File: config.mk
export PLATFORM = sky130hd
export DESIGN_NAME = shared_data_ram_para
export DESIGN_NICKNAME = d
export VERILOG_FILES = /design/src/rtl/shared_data_ram_para.sv
export SDC_FILE = /design/constraint.sdc
export NUM_CORES = 1
export LEC_CHECK = 0
export CAP_MARGIN = 40
export CORE_ASPECT_RATIO = 1.75
export CORE_UTILIZATION = 55
export CTS_CLUSTER_DIAMETER = 40
export DETAILED_ROUTE_END_ITERATION = 8
export GPL_TIMING_DRIVEN = 0
export PLACE_DENSITY_LB_ADDON = 0.1
export REMOVE_ABC_BUFFERS = 1
export SYNTH_ARGS = -nofsm -noshare
export SYNTH_HDL_FRONTEND = slang
export SYNTH_SLANG_ARGS = --single-unit
File: constraint.sdc
create_clock -name clk -period 6.9 [get_ports clk]
set_input_delay 2.07 -clock clk [delete_from_list [all_inputs] [get_ports clk]]
set_output_delay 2.07 -clock clk [all_outputs]
set_load 0.01 [all_outputs]
File: src/rtl/shared_data_ram_para.sv
// Multi-port shared RAM: parallel reads, one round-robin write per cycle, and a zeroing sweep.
// Define SHARED_RAM_FORWARD_EN to return same-cycle write data to reads of the written address.
module shared_data_ram_para #(
    parameter int NUM_PORTS = 4,
    parameter int ADDR_W    = 6,
    parameter int DATA_W    = 8
) (
    input  logic                        clk,
    input  logic                        reset_n,
    input  logic                        clear,
    input  logic [NUM_PORTS-1:0]        req,
    input  logic [NUM_PORTS-1:0]        we,
    input  logic [NUM_PORTS*ADDR_W-1:0] addr,
    input  logic [NUM_PORTS*DATA_W-1:0] wdata,
    output logic [NUM_PORTS-1:0]        gnt,
    output logic [NUM_PORTS-1:0]        rvalid,
    output logic [NUM_PORTS*DATA_W-1:0] rdata,
    output logic                        busy
);

    localparam int DEPTH = 2 ** ADDR_W;
    localparam int PTR_W = (NUM_PORTS > 1) ? $clog2(NUM_PORTS) : 1;

`ifdef SHARED_RAM_FORWARD_EN
    localparam bit FWD_EN = 1'b1;
`else
    localparam bit FWD_EN = 1'b0;
`endif

    typedef enum logic {
        S_CLEAR,
        S_IDLE
    } state_e;

    state_e                             state_q;
    logic [ADDR_W-1:0]                  clr_addr_q;
    logic [PTR_W-1:0]                   rr_ptr_q;
    logic [PTR_W-1:0]                   rr_ptr_d;
    logic                               busy_q;

    logic [NUM_PORTS-1:0]               rd_gnt;
    logic [NUM_PORTS-1:0]               wr_gnt;
    logic                               wr_any;
    logic [PTR_W-1:0]                   wr_port;
    logic [ADDR_W-1:0]                  wr_addr;
    logic [DATA_W-1:0]                  wr_data;

    logic [DATA_W-1:0]                  mem [DEPTH];
    logic [NUM_PORTS-1:0]               rvalid_q;
    logic [NUM_PORTS-1:0][DATA_W-1:0]   rdata_q;

    // Round-robin write pick: ports at or above rr_ptr first, then wrap to the ports below it.
    always_comb begin
        rd_gnt  = '0;
        wr_gnt  = '0;
        wr_any  = 1'b0;
        wr_port = '0;
        if (state_q == S_IDLE) begin
            rd_gnt = req & ~we;
            for (int i = 0; i < NUM_PORTS; i++) begin
                if (!wr_any && req[i] && we[i] && (PTR_W'(i) >= rr_ptr_q)) begin
                    wr_any  = 1'b1;
                    wr_port = PTR_W'(i);
                end
            end
            for (int i = 0; i < NUM_PORTS; i++) begin
                if (!wr_any && req[i] && we[i]) begin
                    wr_any  = 1'b1;
                    wr_port = PTR_W'(i);
                end
            end
            if (wr_any) wr_gnt[wr_port] = 1'b1;
        end
    end

    always_comb begin
        wr_addr = '0;
        wr_data = '0;
        for (int i = 0; i < NUM_PORTS; i++) begin
            if (wr_gnt[i]) begin
                wr_addr = addr[i*ADDR_W +: ADDR_W];
                wr_data = wdata[i*DATA_W +: DATA_W];
            end
        end
    end

    assign rr_ptr_d = (wr_port == PTR_W'(NUM_PORTS - 1)) ? '0 : wr_port + 1'b1;

    // NOTE: state registers take only non-blocking assignments so every reader sees pre-edge values.
    always_ff @(posedge clk or negedge reset_n) begin
        if (!reset_n) begin
            state_q    <= S_CLEAR;
            clr_addr_q <= '0;
            rr_ptr_q   <= '0;
            busy_q     <= 1'b1;
        end else begin
            case (state_q)
                S_CLEAR: begin
                    clr_addr_q <= clr_addr_q + 1'b1;
                    if (clr_addr_q == {ADDR_W{1'b1}}) begin
                        state_q <= S_IDLE;
                        busy_q  <= 1'b0;
                    end
                end
                S_IDLE: begin
                    if (wr_any) rr_ptr_q <= rr_ptr_d;
                    if (clear) begin
                        state_q    <= S_CLEAR;
                        clr_addr_q <= '0;
                        busy_q     <= 1'b1;
                    end
                end
                default: state_q <= S_CLEAR;
            endcase
        end
    end

    // NOTE: the array has no reset; the sweep zeroes it, which keeps it mappable onto plain RAM.
    always_ff @(posedge clk) begin
        if (state_q == S_CLEAR) begin
            mem[clr_addr_q] <= '0;
        end else if (wr_any) begin
            mem[wr_addr] <= wr_data;
        end
    end

    always_ff @(posedge clk or negedge reset_n) begin
        if (!reset_n) begin
            rvalid_q <= '0;
            rdata_q  <= '0;
        end else begin
            for (int i = 0; i < NUM_PORTS; i++) begin
                rvalid_q[i] <= rd_gnt[i];
                if (rd_gnt[i]) begin
                    if (FWD_EN && wr_any && (addr[i*ADDR_W +: ADDR_W] == wr_addr))
                        rdata_q[i] <= wr_data;
                    else
                        rdata_q[i] <= mem[addr[i*ADDR_W +: ADDR_W]];
                end
            end
        end
    end

    assign gnt    = rd_gnt | wr_gnt;
    assign rvalid = rvalid_q;
    assign rdata  = rdata_q;
    assign busy   = busy_q;

endmodule

==> run_results.csv <==
group,metric,value,unit
power_and_ir_drop,vdd_drop_max,0.325,mV
place,post-dp-hpwl,92200,um
worst_setup_path,cp_top_family,"buffers and inverters",
final_layout,finalCoreUtilization,64.0,%
worst_setup_path,crit_fanout,11,
sta,whs,472,ps
worst_setup_path,reg2reg_depth,8,
floorplanning,die_y,333,um
final_layout,area_delta_synth_final,14.3,%
yosys,ys.flop_type,"edfxtp_1",
sta,fin_skew,29.7,ps
yosys,synth_edf_count,512,
global_route,grt_max_degree,89,
final_layout,nets,2136,
yosys,yosysSeqAreaShare,48.1,%
routing,drt_iter0_drc,3140,
cts,clock-root-buffer,"clkbuf_16",
cts,cts_tree,"built",
floorplanning,chipWidth,191,um
global_route,grt_usage,42.0,%
routing,postRouteAntennaNets,0,
sta,finalCriticalPeriod,6770,ps
routing,routed_via_density,7.81,
floorplanning,start_util,55.9,%
min_path,hold_path_class,"register to register",
worst_setup_path,crit_path_start_kind,"primary input",
routing,top_layer,"met4",
place,gp_congestion,1.06,
job,cap_violations,0,
worst_setup_path,crit_type,"primary input to output pin",
routing,wl_met2,64300,um
worst_setup_path,crit_path_frequent_cell,"clkdlybuf4s50_1",
floorplanning,core,0.0614,sq mm
min_path,hold_depth,2,
worst_setup_path,slowest_stage,"clkdlybuf4s50_1",
yosys,syn-cell-area,0.0344,sq mm
yosys,ys_ff_latch,558,
worst_setup_path,worstPathRequired,4830,ps
routing,wirelength_met1,39200,um
place,port_buffers,107,
routing,drc,0,
routing,route.detailed.wl_per_inst,44.1,um
global_route,grt_pass1_wl,178000,um
worst_setup_path,path_buf_inv,3,
worst_setup_path,critPathCaptureType,"output pin",
cts,hold_buffers,0,
routing,dr_wl_met3,10600,um
sta,period_share,98.1,%
worst_setup_path,crit_chain,"clkdlybuf4s50_1 > nand2_1 > o311a_1 > nor2_1 > buf_4 > o21ai_0 > clkdlybuf4s50_1",
routing,first_pass_iters,6,
sta,max-slew-margin-rel,33.4,%
cts,clkTransAtPathRegs,60,ps
cts,h-tree-depth,2,
floorplanning,die-area,0.0635,sq mm
power_and_ir_drop,power_leakage,12.9,nW
cts,worstSkewPairLatency,660,ps
sta,worst_pin_slew,993,ps
power_and_ir_drop,p_per_area,255,mW/mm^2
cts,cts_max_path_buffers,3,
global_route,antenna_found_initial,1,
yosys,ys_async_sr_fraction,8.24,%
global_route,globalRouteOverflowTotal,0,
sta,setup_viol,0,
global_route,grt_pass1_vias,23100,
sta,max_freq,0.148,GHz
status,status,"finished, final reports clean",
final_layout,drive_gt1_share,41.5,%
cts,cts_sinks,558,
yosys,yosysUniqueCellTypes,65,
yosys,synth_warnings,0,
worst_setup_path,cp.depth,7,
yosys,netlist_instances,1960,
sta,finalMaxSlewViolations,0,
yosys,synth_area_per_cell,17.5,sq um
floorplanning,num_io_pins,108,
routing,vias,22700,
floorplanning,num_rows,120,
cts,post_cts_buffers,0,
power_and_ir_drop,power,0.0100,W
sta,hold_viol,0,
routing,routed_wirelength,128000,um
sta,rsz0062_at_grt,"no",
worst_setup_path,slowest_delay,540,ps
final_layout,num-fill-cells,4312,
worst_setup_path,cp.arrival,4700,ps
cts,cts_buffers,59,
-- layer usage --
| layer | vias up | track usage, % |
|---|---|---|
| met5 | - | 0 |
| met4 | 0 | 37.3 |
| met1 | 11800 | 48.1 |
| li1 | 8823 | - |
| met3 | 441 | 5.78 |
| met2 | 1631 | 68.4 |
-- final cells by class --
type,instances,area [sq um],share of cell area (%)
antenna,1,2.50,0.00637
clock inverter,35,359,0.914
clock buffer,75,1630,4.15
tap,793,992,2.53
multi-input combinational,1212,17100,43.7
inverter,10,37.5,0.0956
timing repair buffer,227,2580,6.56
sequential,558,16500,42.1
-- flip-flops by register name (all words and copies together), names as in the netlist --
| name | flops |
|---|---|
| rr_ptr_q | 2 |
| busy | 1 |
| clr_addr_q | 6 |
| state_q | 1 |
| rdata | 32 |
| mem | 512 |
| rvalid | 4 |
-- repair_timing --
action,in CTS,in global routing
pin swaps,0,0
resized for setup,1,1
setup endpoints to repair,3,2
-- power by group --
group / switching [W] / internal, W / total [W]
clock network: 0.00144 / 0.00188 / 0.00331
registers: 0.000277 / 0.00399 / 0.00427
logic: 0.00140 / 0.00104 / 0.00243
-- through the flow --
step / instance area, sq um / cells / TNS [ps] / worst slack, ps
after global placement: 35600 / 2680 / -5885680 / -7080
final: 39300 / 2911 / 0 / 132
after floorplan: 33600 / 1780 / 0 / 65.6
after CTS: 39300 / 2908 / 0 / 179
after detailed placement: 37300 / 2798 / -197 / -101
after global routing: 39300 / 2910 / 0 / 28.4
-- logic make-up (layout without fill, tap and decap cells) --
kind of cell / Yosys count / count (layout) / synth area share, %
buf+inv: 190 / 347 / 2.40
compound gates: 192 / 192 / 4.29
mux: 652 / 652 / 40.2
simple gates: 365 / 365 / 4.95
xor+xnor: 2 / 2 / 0.0510
other cells: 0 / 1 / 0
flops: 558 / 558 / 48.1
fa+ha+maj: 1 / 1 / 0.0364
-- placed cells by master, fill, tap and decap left out, types with 10 or more instances in the layout --
cell             Yosys  layout
mux4_2             576     576
edfxtp_1           512     512
nand2_1            146     145
clkdlybuf4s50_1      0      91
nor2_1              73      73
clkbuf_16            0      62
mux2_2              51      51
dfrtp_1             45      45
buf_4                4      41
o22ai_1             37      37
buf_6                1      37
a211oi_1            30      30
nand3_1             27      27
a22o_1              26      26
buf_8                0      26
nor3_1              25      25
mux2i_1             25      25
nor2b_1             23      23
a221o_1             23      23
and3_1              20      20
a21oi_1             16      16
buf_16               0      14
o21ai_0             13      13
buf_2               69      13
clkbuf_1            78      10
-- synthesized netlist by cell type (2+ instances only) --
cell type / n / area, sq um
a22o_1: 26 / 228
inv_1: 10 / 37.5
nand3_1: 27 / 135
nand2b_1: 7 / 43.8
buf_4: 4 / 30.0
nor2b_1: 23 / 144
edfxtp_1: 512 / 15400
or3_1: 5 / 31.3
nand3b_1: 9 / 67.6
buf_2: 69 / 345
o21a_1: 2 / 15.0
nor2_1: 73 / 274
nor3b_1: 3 / 22.5
nand2_1: 146 / 548
a311oi_1: 8 / 70.1
o22a_1: 3 / 26.3
o2111ai_1: 3 / 26.3
and2_1: 5 / 31.3
nor3_1: 25 / 125
or2_2: 4 / 25.0
or4_1: 7 / 52.6
o22ai_1: 37 / 231
and3_1: 20 / 125
a21oi_1: 16 / 80.1
a22oi_1: 7 / 52.6
mux4_2: 576 / 13000
o21ai_1: 4 / 20.0
o31ai_1: 2 / 15.0
a211oi_1: 30 / 225
and2_0: 4 / 25.0
o21ai_0: 13 / 65.1
a311o_1: 2 / 20.0
mux2_2: 51 / 574
mux2i_1: 25 / 250
clkbuf_1: 78 / 293
a221o_1: 23 / 230
buf_1: 27 / 101
o211ai_1: 2 / 15.0
o2111a_2: 2 / 25.0
dfrtp_1: 45 / 1130
-- tightest hold or removal path: cells and delay by family, from the launching register on --
kind	cells	cell delay, ps
AO/OA/AOI/OAI	1	60
buffers and inverters	1	40
flip-flops	1	370
-- worst paths after layout --
check	slack (ps)	end	startpoint
max in group asynchronous	4940	rdata[27]	reset_n
min	470	busy	busy
max	130	gnt[1]	req[2]
min reg2reg	470	busy	busy
min in group asynchronous	1390	state_q	reset_n
max reg2reg	2820	mem[54][3]	rr_ptr_q[1]
Note: power is estimated with default switching activity, not from simulation.
